$ cat src/rtl/dmem_stack_ctrl_if.sv
// dmem_stack_ctrl_if: operation handshake and data-memory control bundle
// between the decode/control unit (master) and the stack controller (slave).
interface dmem_stack_ctrl_if;
  logic       op_valid;
  logic [2:0] op_code;
  logic [7:0] sp_wdata;
  logic       op_ready;
  logic       op_done;
  logic       op_err;
  logic [7:0] sp;
  logic       wr;
  logic       s2;
  logic       s5;
  logic       rd_load;
  logic       pc_load;

  // Decode side: issues operations, observes completion and memory controls.
  modport master (
    output op_valid, op_code, sp_wdata,
    input  op_ready, op_done, op_err, sp, wr, s2, s5, rd_load, pc_load
  );

  // Controller side: accepts operations, drives the memory control lines.
  modport slave (
    input  op_valid, op_code, sp_wdata,
    output op_ready, op_done, op_err, sp, wr, s2, s5, rd_load, pc_load
  );
endinterface

$ cat src/rtl/dmem_stack_ctrl.sv
// dmem_stack_ctrl: sequencer for the 256x8 data memory. Owns the downward
// growing stack pointer and runs LD/ST/PUSH/POP/CALL/RET as short multi-cycle
// operations, raising op_err for stack overflow/underflow and reserved codes.
// Build option: define DMEM_STACK_CTRL_SPSET_EN to enable SPSET (op_code 110);
// without it 110 is refused like the reserved code.
module dmem_stack_ctrl #(
  parameter logic [7:0] SP_INIT  = 8'hFF,
  parameter logic [7:0] SP_LIMIT = 8'h80
) (
  input  logic             clk,
  input  logic             rst_n,
  dmem_stack_ctrl_if.slave bus
);

  localparam logic [2:0] OP_LD   = 3'b000;
  localparam logic [2:0] OP_ST   = 3'b001;
  localparam logic [2:0] OP_PUSH = 3'b010;
  localparam logic [2:0] OP_POP  = 3'b011;
  localparam logic [2:0] OP_CALL = 3'b100;
  localparam logic [2:0] OP_RET  = 3'b101;
`ifdef DMEM_STACK_CTRL_SPSET_EN
  localparam logic [2:0] OP_SPSET = 3'b110;
`endif

  typedef enum logic [1:0] {
    IDLE,
    DEC,
    ACC,
    INC
  } state_e;

  state_e     state;
  logic [2:0] op_q;
  logic [7:0] sp_q;
`ifdef DMEM_STACK_CTRL_SPSET_EN
  logic [7:0] wdata_q;
`endif
  logic       ready_q;
  logic       done_q;
  logic       err_q;
  logic       wr_q;
  logic       s2_q;
  logic       s5_q;
  logic       rd_load_q;
  logic       pc_load_q;

  // Single FSM: every output is registered, so the values for a state are
  // loaded on the edge that enters it. Faults and one-cycle operations land in
  // ACC with op_done already set; ACC then tells "finished" from "POP/RET read
  // still pending" by looking at its own op_done register.
  always_ff @(posedge clk) begin
    if (!rst_n) begin
      state     <= IDLE;
      op_q      <= OP_LD;
      sp_q      <= SP_INIT;
`ifdef DMEM_STACK_CTRL_SPSET_EN
      wdata_q   <= 8'h00;
`endif
      ready_q   <= 1'b1;
      done_q    <= 1'b0;
      err_q     <= 1'b0;
      wr_q      <= 1'b0;
      s2_q      <= 1'b0;
      s5_q      <= 1'b0;
      rd_load_q <= 1'b0;
      pc_load_q <= 1'b0;
    end else begin
      done_q    <= 1'b0;
      err_q     <= 1'b0;
      wr_q      <= 1'b0;
      rd_load_q <= 1'b0;
      pc_load_q <= 1'b0;

      case (state)
        IDLE: begin
          if (bus.op_valid && ready_q) begin
            op_q    <= bus.op_code;
            ready_q <= 1'b0;
`ifdef DMEM_STACK_CTRL_SPSET_EN
            wdata_q <= bus.sp_wdata;
`endif
            case (bus.op_code)
              OP_LD: begin
                state     <= ACC;
                s2_q      <= 1'b0;
                rd_load_q <= 1'b1;
                done_q    <= 1'b1;
              end
              OP_ST: begin
                state  <= ACC;
                s2_q   <= 1'b0;
                s5_q   <= 1'b1;
                wr_q   <= 1'b1;
                done_q <= 1'b1;
              end
              OP_PUSH, OP_CALL: begin
                if (sp_q == SP_LIMIT) begin
                  state  <= ACC;
                  done_q <= 1'b1;
                  err_q  <= 1'b1;
                end else begin
                  state <= DEC;
                end
              end
              OP_POP, OP_RET: begin
                if (sp_q == SP_INIT) begin
                  state  <= ACC;
                  done_q <= 1'b1;
                  err_q  <= 1'b1;
                end else begin
                  state     <= ACC;
                  s2_q      <= 1'b1;
                  rd_load_q <= (bus.op_code == OP_POP);
                  pc_load_q <= (bus.op_code == OP_RET);
                end
              end
`ifdef DMEM_STACK_CTRL_SPSET_EN
              OP_SPSET: begin
                state  <= ACC;
                done_q <= 1'b1;
              end
`endif
              default: begin
                state  <= ACC;
                done_q <= 1'b1;
                err_q  <= 1'b1;
              end
            endcase
          end
        end

        DEC: begin
          sp_q   <= sp_q - 8'd1;
          state  <= ACC;
          s2_q   <= 1'b1;
          s5_q   <= (op_q == OP_PUSH);
          wr_q   <= 1'b1;
          done_q <= 1'b1;
        end

        ACC: begin
          if (done_q) begin
            state   <= IDLE;
            ready_q <= 1'b1;
            s2_q    <= 1'b0;
            s5_q    <= 1'b0;
`ifdef DMEM_STACK_CTRL_SPSET_EN
            if ((op_q == OP_SPSET) && !err_q) begin
              sp_q <= wdata_q;
            end
`endif
          end else begin
            state  <= INC;
            done_q <= 1'b1;
          end
        end

        INC: begin
          sp_q    <= sp_q + 8'd1;
          state   <= IDLE;
          ready_q <= 1'b1;
          s2_q    <= 1'b0;
          s5_q    <= 1'b0;
        end

        default: begin
          state   <= IDLE;
          ready_q <= 1'b1;
          s2_q    <= 1'b0;
          s5_q    <= 1'b0;
        end
      endcase
    end
  end

  assign bus.op_ready = ready_q;
  assign bus.op_done  = done_q;
  assign bus.op_err   = err_q;
  assign bus.sp       = sp_q;
  assign bus.wr       = wr_q;
  assign bus.s2       = s2_q;
  assign bus.s5       = s5_q;
  assign bus.rd_load  = rd_load_q;
  assign bus.pc_load  = pc_load_q;

endmodule

$ cat src/flat_wrapper.sv
// flat-port wrapper written by rule: the top's interface ports become plain ports
module dmem_stack_ctrl_flat 
#(
  parameter logic [7:0] SP_INIT  = 8'hFF,
  parameter logic [7:0] SP_LIMIT = 8'h80
)
  (clk, rst_n, bus_op_valid, bus_op_code, bus_sp_wdata, bus_op_ready, bus_op_done, bus_op_err, bus_sp, bus_wr, bus_s2, bus_s5, bus_rd_load, bus_pc_load);
  dmem_stack_ctrl_if bus_i ();
  input  logic clk;
  input  logic rst_n;
  input wire logic [$bits(bus_i.op_valid)-1:0] bus_op_valid;
  input wire logic [$bits(bus_i.op_code)-1:0] bus_op_code;
  input wire logic [$bits(bus_i.sp_wdata)-1:0] bus_sp_wdata;
  output wire logic [$bits(bus_i.op_ready)-1:0] bus_op_ready;
  output wire logic [$bits(bus_i.op_done)-1:0] bus_op_done;
  output wire logic [$bits(bus_i.op_err)-1:0] bus_op_err;
  output wire logic [$bits(bus_i.sp)-1:0] bus_sp;
  output wire logic [$bits(bus_i.wr)-1:0] bus_wr;
  output wire logic [$bits(bus_i.s2)-1:0] bus_s2;
  output wire logic [$bits(bus_i.s5)-1:0] bus_s5;
  output wire logic [$bits(bus_i.rd_load)-1:0] bus_rd_load;
  output wire logic [$bits(bus_i.pc_load)-1:0] bus_pc_load;
  assign bus_i.op_valid = bus_op_valid;
  assign bus_i.op_code = bus_op_code;
  assign bus_i.sp_wdata = bus_sp_wdata;
  assign bus_op_ready = bus_i.op_ready;
  assign bus_op_done = bus_i.op_done;
  assign bus_op_err = bus_i.op_err;
  assign bus_sp = bus_i.sp;
  assign bus_wr = bus_i.wr;
  assign bus_s2 = bus_i.s2;
  assign bus_s5 = bus_i.s5;
  assign bus_rd_load = bus_i.rd_load;
  assign bus_pc_load = bus_i.pc_load;
  dmem_stack_ctrl #(.SP_INIT(SP_INIT), .SP_LIMIT(SP_LIMIT)) u_core (.clk(clk), .rst_n(rst_n), .bus(bus_i));
endmodule
$ cat config.mk
export PLATFORM = sky130hd
export DESIGN_NAME = dmem_stack_ctrl_flat
export DESIGN_NICKNAME = d
export VERILOG_FILES = /design/src/rtl/dmem_stack_ctrl_if.sv /design/src/rtl/dmem_stack_ctrl.sv /design/src/flat_wrapper.sv
export SDC_FILE = /design/constraint.sdc
export NUM_CORES = 1
export LEC_CHECK = 0
export BUFFER_PORTS_ARGS = -buffer_cell sky130_fd_sc_hd__buf_4
export CORE_MARGIN = 2
export CORE_UTILIZATION = 50
export CTS_CLUSTER_DIAMETER = 100
export DETAILED_ROUTE_END_ITERATION = 12
export PLACE_DENSITY_LB_ADDON = 0.1
export SLEW_MARGIN = 20
export SYNTH_ARGS = -nofsm -noshare
export SYNTH_HDL_FRONTEND = slang
export SYNTH_SLANG_ARGS = --single-unit
$ cat constraint.sdc
create_clock -name clk -period 2.9 [get_ports clk]
set_input_delay 0.29 -clock clk [delete_from_list [all_inputs] [get_ports clk]]
set_output_delay 0.29 -clock clk [all_outputs]
set_load 0.005 [all_outputs]
==> impl_results.md, run 1 <==
- Outcome: finished clean
- Commonest non-fill, non-tap cell in the layout: buf_4
- Startpoint Class: register
- Final hold violation count: 0
- Register area share after synthesis: 34.5%
- Critical Path End Type: register
- Hold path cells: 2
- WS Path Type: register to register
- Final setup viols: 0
- Met1 Use GR: between 20% and 30%
- Starting DRT DRC Count: 7
- CTS tree: built
- Worst R2R Start: u_core.state[1]$_SDFFE_PN0N_
- Synth Net Count: 165
- Final ANT Viol Nets: 0
- Grt total ovfl: 0
- Fmax: between 400 and 500 MHz
- Total power: 0.709 mW
- Residual DRC count: 0
- CTS root buf: clkbuf_4
- Number of global-route vias before repair: 1,001
- Setup TNS: 0 ps
- DR vias/cell: between 5 and 6
- Sequential share of power: 48.1%
- Die area: roughly 2800 um2
- Reg2reg end: u_core.bus.sp[7]$_SDFFE_PN1P_
- Combinational power share: between 30% and 40%
- Post-Route Utilization: a little under two thirds
- Post-CTS setup buffer count: 0
- Die W: 53.4 um
- Final Max Slew Viols: 0
- M3 GR Usage: 2.82%
- Fin crit period: around 2200 ps
- Area growth, synth to finish: 17.4%
- Clk_skew: between 4 and 5 ps
- Area leader, netlist: dfxtp_1
- Leak pwr: 0.598 nW
- Final nets: roughly 190
- CTS resizes: 0
- Worst hold path startpoint: bus_op_code[2]
- Setup ws final: about 670 ps
- Area of the core: 2250 um2
- RSZ-0062 raised after global routing: false
- Clock-pin slew on the worst setup and hold paths: around 110 ps
- Die height: around 53 um
- Worst path arrival time: ~2400 ps
- Period utilization: ~77%
- Hold Path End: u_core.bus.rd_load$_SDFF_PN0_
- DRT Pass-1 Iters: 4
- Cells taking the most area after synthesis: dfxtp_1 34%, ha_1 6.2%, o21ai_0 5.3%
- Post-DP HPWL: 1.88 mm
- Number of synthesized register bits: 21
- Hold Buf Count CTS: 0
- Port Buf Inserts: 21
- Commonest cells after routing, fill and taps aside: 23 x buf_4, 21 x dfxtp_1, 16 x nand2_1
- Total CTS buffers: 3
- Ys Warns: 0
- Initial core utilization: 54.1%
- Post-synthesis average cell area: between 8 and 9 um2
- Antenna violations before repair: 0
- Required time of the critical path: 3090 ps
- Clock power share: about a fifth
- Layer with the highest usage: met2
- R2R cell count: 7
- Relative slew margins: between 70% and 80%
- Worst slack at placement: approximately 660 ps
- Max Cap Viol: 0
- Int Power: approximately 0.48 mW
- DR vias: between 1,000 and 1,500
- H-tree depth: 1
- CP startpoint: u_core.state[1]$_SDFFE_PN0N_
- Slew @ Worst Pin: ~430 ps
- Largest net degree at the start of global routing: 21
- CTS sink count: 21
- FP Rows: 17
- Grt met2 use: a little over a third
- Sw Ratio: between 30% and 40%
- Clock Tree Buf Depth: 2
- Syn Inst Count: approximately 140
- Synth top area share: approximately 34%
- Share of layout cells above drive strength 1: 20.0%
- Maximum VDD drop: 0.247 mV
- Boundary Pins: 30
- GR Util All Layers: 20.6%
- Final RePlAce weighted congestion: approximately 0.80
- Netlist cell types: 40
- Crit path max fanout: 8
- Sw Pwr: 0.228 mW
- Worst Hold Class: primary input to register
- Worst-Skew Late Latency: approximately 290 ps
- Cell area after synthesis: 1220 um2
- Final WL: around 2.5 mm
- Flop-to-flop setup slack: 670 ps
- Antenna Cells: 0
- First-pass GRT wire length: roughly 4.3 mm
- Mean routed wirelength per cell: roughly 13 um
- PwrDens: about 500 nW/um2
==> layout make-up <==
class	instances	area, um2
inverter	8	30.0
timing repair buffer	23	173
clock buffer	4	26.3
tap	28	35.0
multi-input combinational	109	746
sequential	21	420
fill	222	825
==> sequential cells by signal (all words and copies together) (netlist names) <==
| signal | cells |
|---|---|
| u_core.bus.wr | 1 |
| u_core.state | 2 |
| u_core.bus.sp | 8 |
| u_core.bus.op_done | 1 |
| u_core.bus.op_ready | 1 |
| u_core.bus.s2 | 1 |
| u_core.bus.pc_load | 1 |
| u_core.bus.op_err | 1 |
| u_core.bus.rd_load | 1 |
| u_core.bus.s5 | 1 |
| u_core.op_q | 3 |
==> stage by stage <==
step	area (um2)	hold WS [ps]	std cells
2_1_floorplan	1220	455	144
3_3_place_gp	1400	451	189
3_5_place_dp	1400	463	189
4_1_cts	1430	211	193
5_1_grt	1430	217	193
6_report	1430	225	193
==> synth_stat cells <==
cell	n
fa_1	1
nor4_1	2
o21ai_0	13
nand2_1	16
a21oi_1	10
a211oi_1	1
a21o_1	2
a21boi_0	1
o311ai_4	1
xor2_1	2
nand2b_1	3
nand4_1	2
ha_1	6
mux2_2	1
and2_1	2
o31a_1	1
o21bai_1	1
nor4b_1	3
nor3b_1	2
dfxtp_1	21
o21ai_1	1
nor2b_1	6
mux2i_1	5
nor2_1	8
nor3_1	2
clkbuf_1	6
or4_4	1
nor3b_2	1
a21boi_2	1
o211ai_1	2
and3_1	1
nand3_2	1
a211o_1	1
maj3_1	1
xnor2_1	4
inv_1	7
a31oi_1	1
o31ai_1	1
inv_2	1
nand3_1	2
==> critical path, stage by stage, from the launching register on <==
cell      delay [ps]
dfxtp_1          350
nand2_1          210
ha_1             360
a211oi_1         220
o21ai_0          150
a31oi_1          240
mux2i_1          240
mux2_2           350
==> kinds of logic after synthesis <==
kind of cell | share of synthesized area, %
adders and majority gates | 8.62
xor gates and xnor gates | 4.31
AOI/OAI and AO/OA | 19.8
buffers and inverters | 4.31
DFF | 34.5
muxes | 5.03
and+or+nand+nor | 23.4
==> metal layers <==
layer  up-vias  part of all wire (%)
li1        555                     -
met1       490                    46
met2        24                    49
met3         2                   4.6
met4         0                  0.68
met5         -                     0
==> power groups by stage <==
| stage | sequential [mW] | clock, mW | combinational (mW) |
|---|---|---|---|
| finish | 0.341 | 0.135 | 0.233 |
| global route | 0.345 | 0.150 | 0.264 |
| CTS | 0.341 | 0.138 | 0.234 |
| detailed placement | 0.347 | 0 | 0.233 |
| global placement | 0.346 | 0 | 0.229 |
| floorplan | 0.345 | 0 | 0.162 |
==> worst max path at each step <==
| stage | end | slack [ps] | cells past startpoint |
|---|---|---|---|
| detailed placement | u_core.bus.sp[7]$_SDFFE_PN1P_ | 660 | 7 |
| finish | u_core.bus.sp[7]$_SDFFE_PN1P_ | 670 | 7 |
| global route | u_core.bus.sp[7]$_SDFFE_PN1P_ | 450 | 7 |
| global placement | u_core.bus.sp[7]$_SDFFE_PN1P_ | 720 | 7 |
| floorplan | u_core.bus.sp[7]$_SDFFE_PN1P_ | 550 | 8 |
| CTS | u_core.bus.sp[7]$_SDFFE_PN1P_ | 640 | 7 |
Note: power is estimated with default switching activity, not from simulation.
==> run 2: changes to the inputs <==
==> constraint.sdc (replaced) <==
create_clock -name clk -period 2.3 [get_ports clk]
set_input_delay 0.23 -clock clk [delete_from_list [all_inputs] [get_ports clk]]
set_output_delay 0.23 -clock clk [all_outputs]
set_load 0.005 [all_outputs]
==> run 2 against run 1 <==
- clock power increased by 35%
- wire length rose by 4.6%
- sequential share of layout area is 0.051 points lower
- worst setup slack got worse by 470 ps
- total power increased by 28%
- critical path depth is the same
- sequential cell count stayed put
- via count grew 2.3%
- highest routed layer unchanged
==> impl_results.md, run 2 (synthesized netlist as in run 1, its figures left out) <==
- Outcome: finished clean
- Commonest non-fill, non-tap cell in the layout: buf_4
- Relative slew margins: 73.1%
- Final RePlAce weighted congestion: roughly 0.78
- Clock power share: roughly a fifth
- Dpl cells: 189
- Max Cap Viol: 0
- Worst hold path startpoint: bus_op_code[2]
- Final setup viols: 0
- Grt total ovfl: 0
- Final ANT Viol Nets: 0
- Crit path max fanout: 8
- Reg2reg end: u_core.bus.sp[7]$_SDFFE_PN1P_
- Initial core utilization: around 54%
- Largest net degree at the start of global routing: 21
- Sw Pwr: 0.302 mW
- Hold path cells: 2
- Clock-pin slew on the worst setup and hold paths: approximately 120 ps
- DRT Pass-1 Iters: 4
- Area of the core: between 2000 and 2500 um2
- First-pass GRT wire length: about 4.5 mm
- Antenna violations before repair: 0
- Worst path arrival time: between 2000 and 2500 ps
- DR vias/cell: between 5 and 6
- Setup TNS: 0 ps
- Fillers: between 200 and 250
- CTS tree: built
- Hold Path End: u_core.bus.rd_load$_SDFF_PN0_
- Final WL: between 2 and 3 mm
- Fin crit period: between 2000 and 2500 ps
- Die height: around 53 um
- Mean routed wirelength per cell: 13.5 um
- Boundary Pins: 30
- Total CTS buffers: 3
- FP Rows: 17
- Design area: ~1400 um2
- Starting DRT DRC Count: 13
- Sw Ratio: 33.3%
- Maximum VDD drop: ~0.35 mV
- Die area: about 2800 um2
- PwrDens: 635 nW/um2
- Sequential share of power: 47.3%
- H-tree depth: 1
- Final hold violation count: 0
- Slew @ Worst Pin: approximately 400 ps
- WS Path Type: register to register
- DR vias: between 1,000 and 1,500
- Critical Path End Type: register
- Flop-to-flop setup slack: 190 ps
- Post-Layout Cell Count: 193
- Port Buf Inserts: 21
- Area growth, synth to finish: 17.6%
- Max FFs per register: 8
- Worst Hold Class: primary input to register
- Worst-Skew Late Latency: approximately 300 ps
- Worst R2R Start: u_core.state[0]$_SDFFE_PN0N_
- Commonest cells after routing, fill and taps aside: 23 x buf_4, 21 x dfxtp_1, 15 x nand2_1
- Fmax: roughly 470 MHz
- Startpoint Class: register
- Antenna Cells: 0
- Period utilization: approximately nine tenths
- Final Max Slew Viols: 0
- Final nets: approximately 190
- CTS root buf: clkbuf_4
- Int Power: slightly above 0.6 mW
- Die W: ~53 um
- RSZ-0062 raised after global routing: false
- Number of global-route vias before repair: 1,028
- Required time of the critical path: between 2000 and 3000 ps
- Combinational power share: 32.7%
- CTS sink count: 21
- Share of layout cells above drive strength 1: between 20% and 30%
- Leak pwr: between 0.5 and 0.6 nW
- Post-DP HPWL: approximately 2 mm
- Clock Tree Buf Depth: 2
- R2R cell count: 7
- Clk_skew: 1.15 ps
- Residual DRC count: 0
- GR Util All Layers: between 20% and 30%
- DP Area: ~1400 um2
run 2: cell counts in the layout (fill, tap and decap cells not counted):
No cell type changed its count.
run 2: per-stage QoR:
step	utilization [%]	setup WS (ps)	total power, mW	hold WS, ps
2_1_floorplan	-	64.9	0.640	399
5_1_grt	63.5	2.45	0.973	142
3_5_place_dp	62.3	73.6	0.733	470
6_report	63.5	194	0.909	151
3_3_place_gp	62.3	124	0.725	452
4_1_cts	63.4	41.1	0.916	141
run 2: area by class of cell:
type / instances / area, um2 / share of cell area, %
multi-input combinational: 109 / 748 / 52.2
sequential: 21 / 420 / 29.3
timing repair buffer: 23 / 173 / 12.1
inverter: 8 / 30.0 / 2.10
clock buffer: 4 / 26.3 / 1.83
tap: 28 / 35.0 / 2.45
run 2: how the worst max path moves through the flow:
stage                                  from                            end  slack (ps)  depth (start not counted)
3_5_place_dp   u_core.state[0]$_SDFFE_PN0N_  u_core.bus.sp[7]$_SDFFE_PN1P_          70                          7
5_1_grt        u_core.state[0]$_SDFFE_PN0N_  u_core.bus.sp[7]$_SDFFE_PN1P_           2                          7
6_report       u_core.state[0]$_SDFFE_PN0N_  u_core.bus.sp[7]$_SDFFE_PN1P_         190                          7
4_1_cts        u_core.state[0]$_SDFFE_PN0N_  u_core.bus.sp[7]$_SDFFE_PN1P_          40                          7
3_3_place_gp   u_core.state[0]$_SDFFE_PN0N_  u_core.bus.sp[7]$_SDFFE_PN1P_         120                          7
2_1_floorplan  u_core.state[1]$_SDFFE_PN0N_  u_core.bus.sp[7]$_SDFFE_PN1P_          60                          8
run 2: power by group through the flow:
stage | sequential [mW] | clock, mW | combinational [mW]
final | 0.430 | 0.182 | 0.297
after global routing | 0.436 | 0.201 | 0.336
after CTS | 0.430 | 0.189 | 0.297
after detailed placement | 0.438 | 0 | 0.295
after global placement | 0.436 | 0 | 0.289
after floorplan | 0.435 | 0 | 0.205
run 2: repair_timing:
item,CTS,global route
setup endpoints to repair,0,2
setup buffers,0,0
resized for setup,0,1
hold buffers,0,0
hold endpoints to repair,0,0
run 2: layer usage:
metal | up-vias | wire [um] | GRT usage, % | part of all wire (%)
li1 | 554 | - | - | -
met1 | 518 | 1150 | 26.3 | 44
met2 | 22 | 1330 | 39.3 | 51
met3 | 2 | 115 | 2.54 | 4.4
met4 | 0 | 14 | 7.69 | 0.54
met5 | - | 0 | 0 | 0
run 2: critical path: stages, from the launching register on:
cell,delay (ps)
dfxtp_1,370
nand2_2,130
ha_1,310
a211oi_1,240
o21ai_0,160
a31oi_1,210
mux2i_1,250
mux2_2,350
==> run 3: changes to the inputs <==
--- a/config.mk
+++ b/config.mk
@@ -7,10 +7,11 @@
 export LEC_CHECK = 0
 export BUFFER_PORTS_ARGS = -buffer_cell sky130_fd_sc_hd__buf_4
 export CORE_MARGIN = 2
-export CORE_UTILIZATION = 50
+export CORE_UTILIZATION = 52
 export CTS_CLUSTER_DIAMETER = 100
 export DETAILED_ROUTE_END_ITERATION = 12
 export PLACE_DENSITY_LB_ADDON = 0.1
+export REMOVE_ABC_BUFFERS = 1
 export SLEW_MARGIN = 20
 export SYNTH_ARGS = -nofsm -noshare
 export SYNTH_HDL_FRONTEND = slang
==> run 3 against run 2 <==
- sequential cell count unchanged
- design area increased by 0.44%
- non-clock buffer count unchanged
- cell count stayed put
- combinational power is essentially flat
- total power hardly changed
- clock-buffer cell count unchanged
- hold slack better by 3.7 ps
- sequential power hardly changed
- global-route usage is 0.053 points lower
- critical endpoint unchanged
- largest power group unchanged
- highest routed layer unchanged
==> impl_results.md, run 3 (synthesized netlist as in run 1, its figures left out) <==
- Final RePlAce weighted congestion: around 0.8
- DR vias/cell: about 5.4
- Commonest non-fill, non-tap cell in the layout: buf_4
- CTS root buf: clkbuf_4
- Area growth, synth to finish: 18.1%
- Port Buf Inserts: 21
- Post-CTS setup buffer count: 0
- DRT Pass-1 Iters: 4
- Critical Path End Type: register
- Outcome: finished clean
- Grt total ovfl: 0
- PwrDens: 632 nW/um2
- Initial core utilization: ~55%
- Clock-pin slew on the worst setup and hold paths: 120 ps
- Setup ws final: between 150 and 200 ps
- RSZ-0062 raised after global routing: false
- Clock Tree Buf Depth: 2
- Max FFs per register: 8
- Relative slew margins: between 70% and 80%
- Worst Hold Class: primary input to register
- Final Max Slew Viols: 0
- Antenna Cells: 0
- Worst-Skew Late Latency: approximately 300 ps
- Final nets: 187
- Maximum VDD drop: 0.289 mV
- Period utilization: a little over 90%
- Required time of the critical path: between 2000 and 3000 ps
- Crit path max fanout: 8
- Die area: between 2000 and 3000 um2
- Worst slack at placement: -25.1 ps
- Die height: approximately 52 um
- Residual DRC count: 0
- Fin Hold WS: approximately 150 ps
- Share of layout cells above drive strength 1: around a fifth
- H-tree depth: 1
- Die W: around 52 um
- Fillers: 203
- Max Cap Viol: 0
- Fin crit period: between 2000 and 2500 ps
- Mean routed wirelength per cell: ~13 um
- Total CTS buffers: 3
- Setup TNS: 0 ps
- Slew @ Worst Pin: roughly 440 ps
- Final hold violation count: 0
- Starting DRT DRC Count: 12
- Commonest cells after routing, fill and taps aside: 23 x buf_4, 21 x dfxtp_1, 15 x nand2_1
- Number of global-route vias before repair: 998
- Total power: ~0.91 mW
- GR Util All Layers: a little over a fifth
- CTS tree: built
- CTS sink count: 21
- FP Rows: 17
- Worst path arrival time: about 2300 ps
- DR vias: between 1,000 and 1,500
- First-pass GRT wire length: around 4.4 mm
- Post-DP HPWL: ~1.9 mm
- Leak pwr: between 0.5 and 0.6 nW
- Final ANT Viol Nets: 0
- Boundary Pins: 30
- WS Path Type: register to register
- Startpoint Class: register
- Fmax: 471 MHz
- Area of the core: about 2200 um2
- Final WL: between 2 and 3 mm
- Post-Route Utilization: between 60 and 70%
- Largest net degree at the start of global routing: 21
- Antenna violations before repair: 0
- Clk_skew: between 8 and 9 ps
- Final setup viols: 0
-- run 3: cell types whose count changed in the layout (fill, tap and decap cells not counted) --
cell / change
o21ai_0: -1
a31oi_2: +1
a31oi_1: -1
o21ai_1: +1
-- run 3: cell type report --
class / instances / area [um2] / share of cell area [%]
tap: 28 / 35.0 / 2.43
sequential: 21 / 420 / 29.2
multi-input combinational: 109 / 754 / 52.4
inverter: 8 / 30.0 / 2.09
clock buffer: 4 / 26.3 / 1.83
timing repair buffer: 23 / 173 / 12.0
-- run 3: worst paths after layout --
| check | from | end | slack [ps] | cells after the start |
|---|---|---|---|---|
| max | u_core.state[1]$_SDFFE_PN0N_ | u_core.bus.sp[7]$_SDFFE_PN1P_ | 180 | 7 |
| min | bus_op_code[2] | u_core.bus.rd_load$_SDFF_PN0_ | 150 | 2 |
| max reg2reg | u_core.state[1]$_SDFFE_PN0N_ | u_core.bus.sp[7]$_SDFFE_PN1P_ | 180 | 7 |
| min reg2reg | u_core.bus.s2$_SDFFE_PN0P_ | u_core.bus.s2$_SDFFE_PN0P_ | 480 | 2 |
-- run 3: power by group --
part           internal (mW)  switching [mW]
Sequential             0.398          0.0321
Clock                 0.0676           0.112
Combinational          0.142           0.157
Total                  0.608           0.301
-- run 3: per-stage QoR --
step	cell area [um2]	std cells
after floorplan	1200	138
after global placement	1400	189
after detailed placement	1400	189
after CTS	1430	193
after global routing	1440	193
final	1440	193
-- run 3: layer usage --
layer	track usage [%]	up-vias	share of wire (%)
li1	-	546	-
met1	25.8	477	46
met3	3.14	2	2.8
met4	11.1	0	1.1
met5	0	-	0
met2	37.9	16	50
-- run 3: worst max-delay path: stages (launching register included) --
cell and delay (ps):
dfxtp_1 370, nand2_2 150, ha_1 330, a211oi_1 260
o21ai_1 150, a31oi_2 200, mux2i_1 220, mux2_2 340
-- run 3: repair_timing --
item / 4_1_cts / 5_1_grt
pin swaps: 0 / 1
gates resized for setup: 1 / 2
hold buffers: 0 / 0
cloned: 0 / 0
setup endpoints to repair: 1 / 1
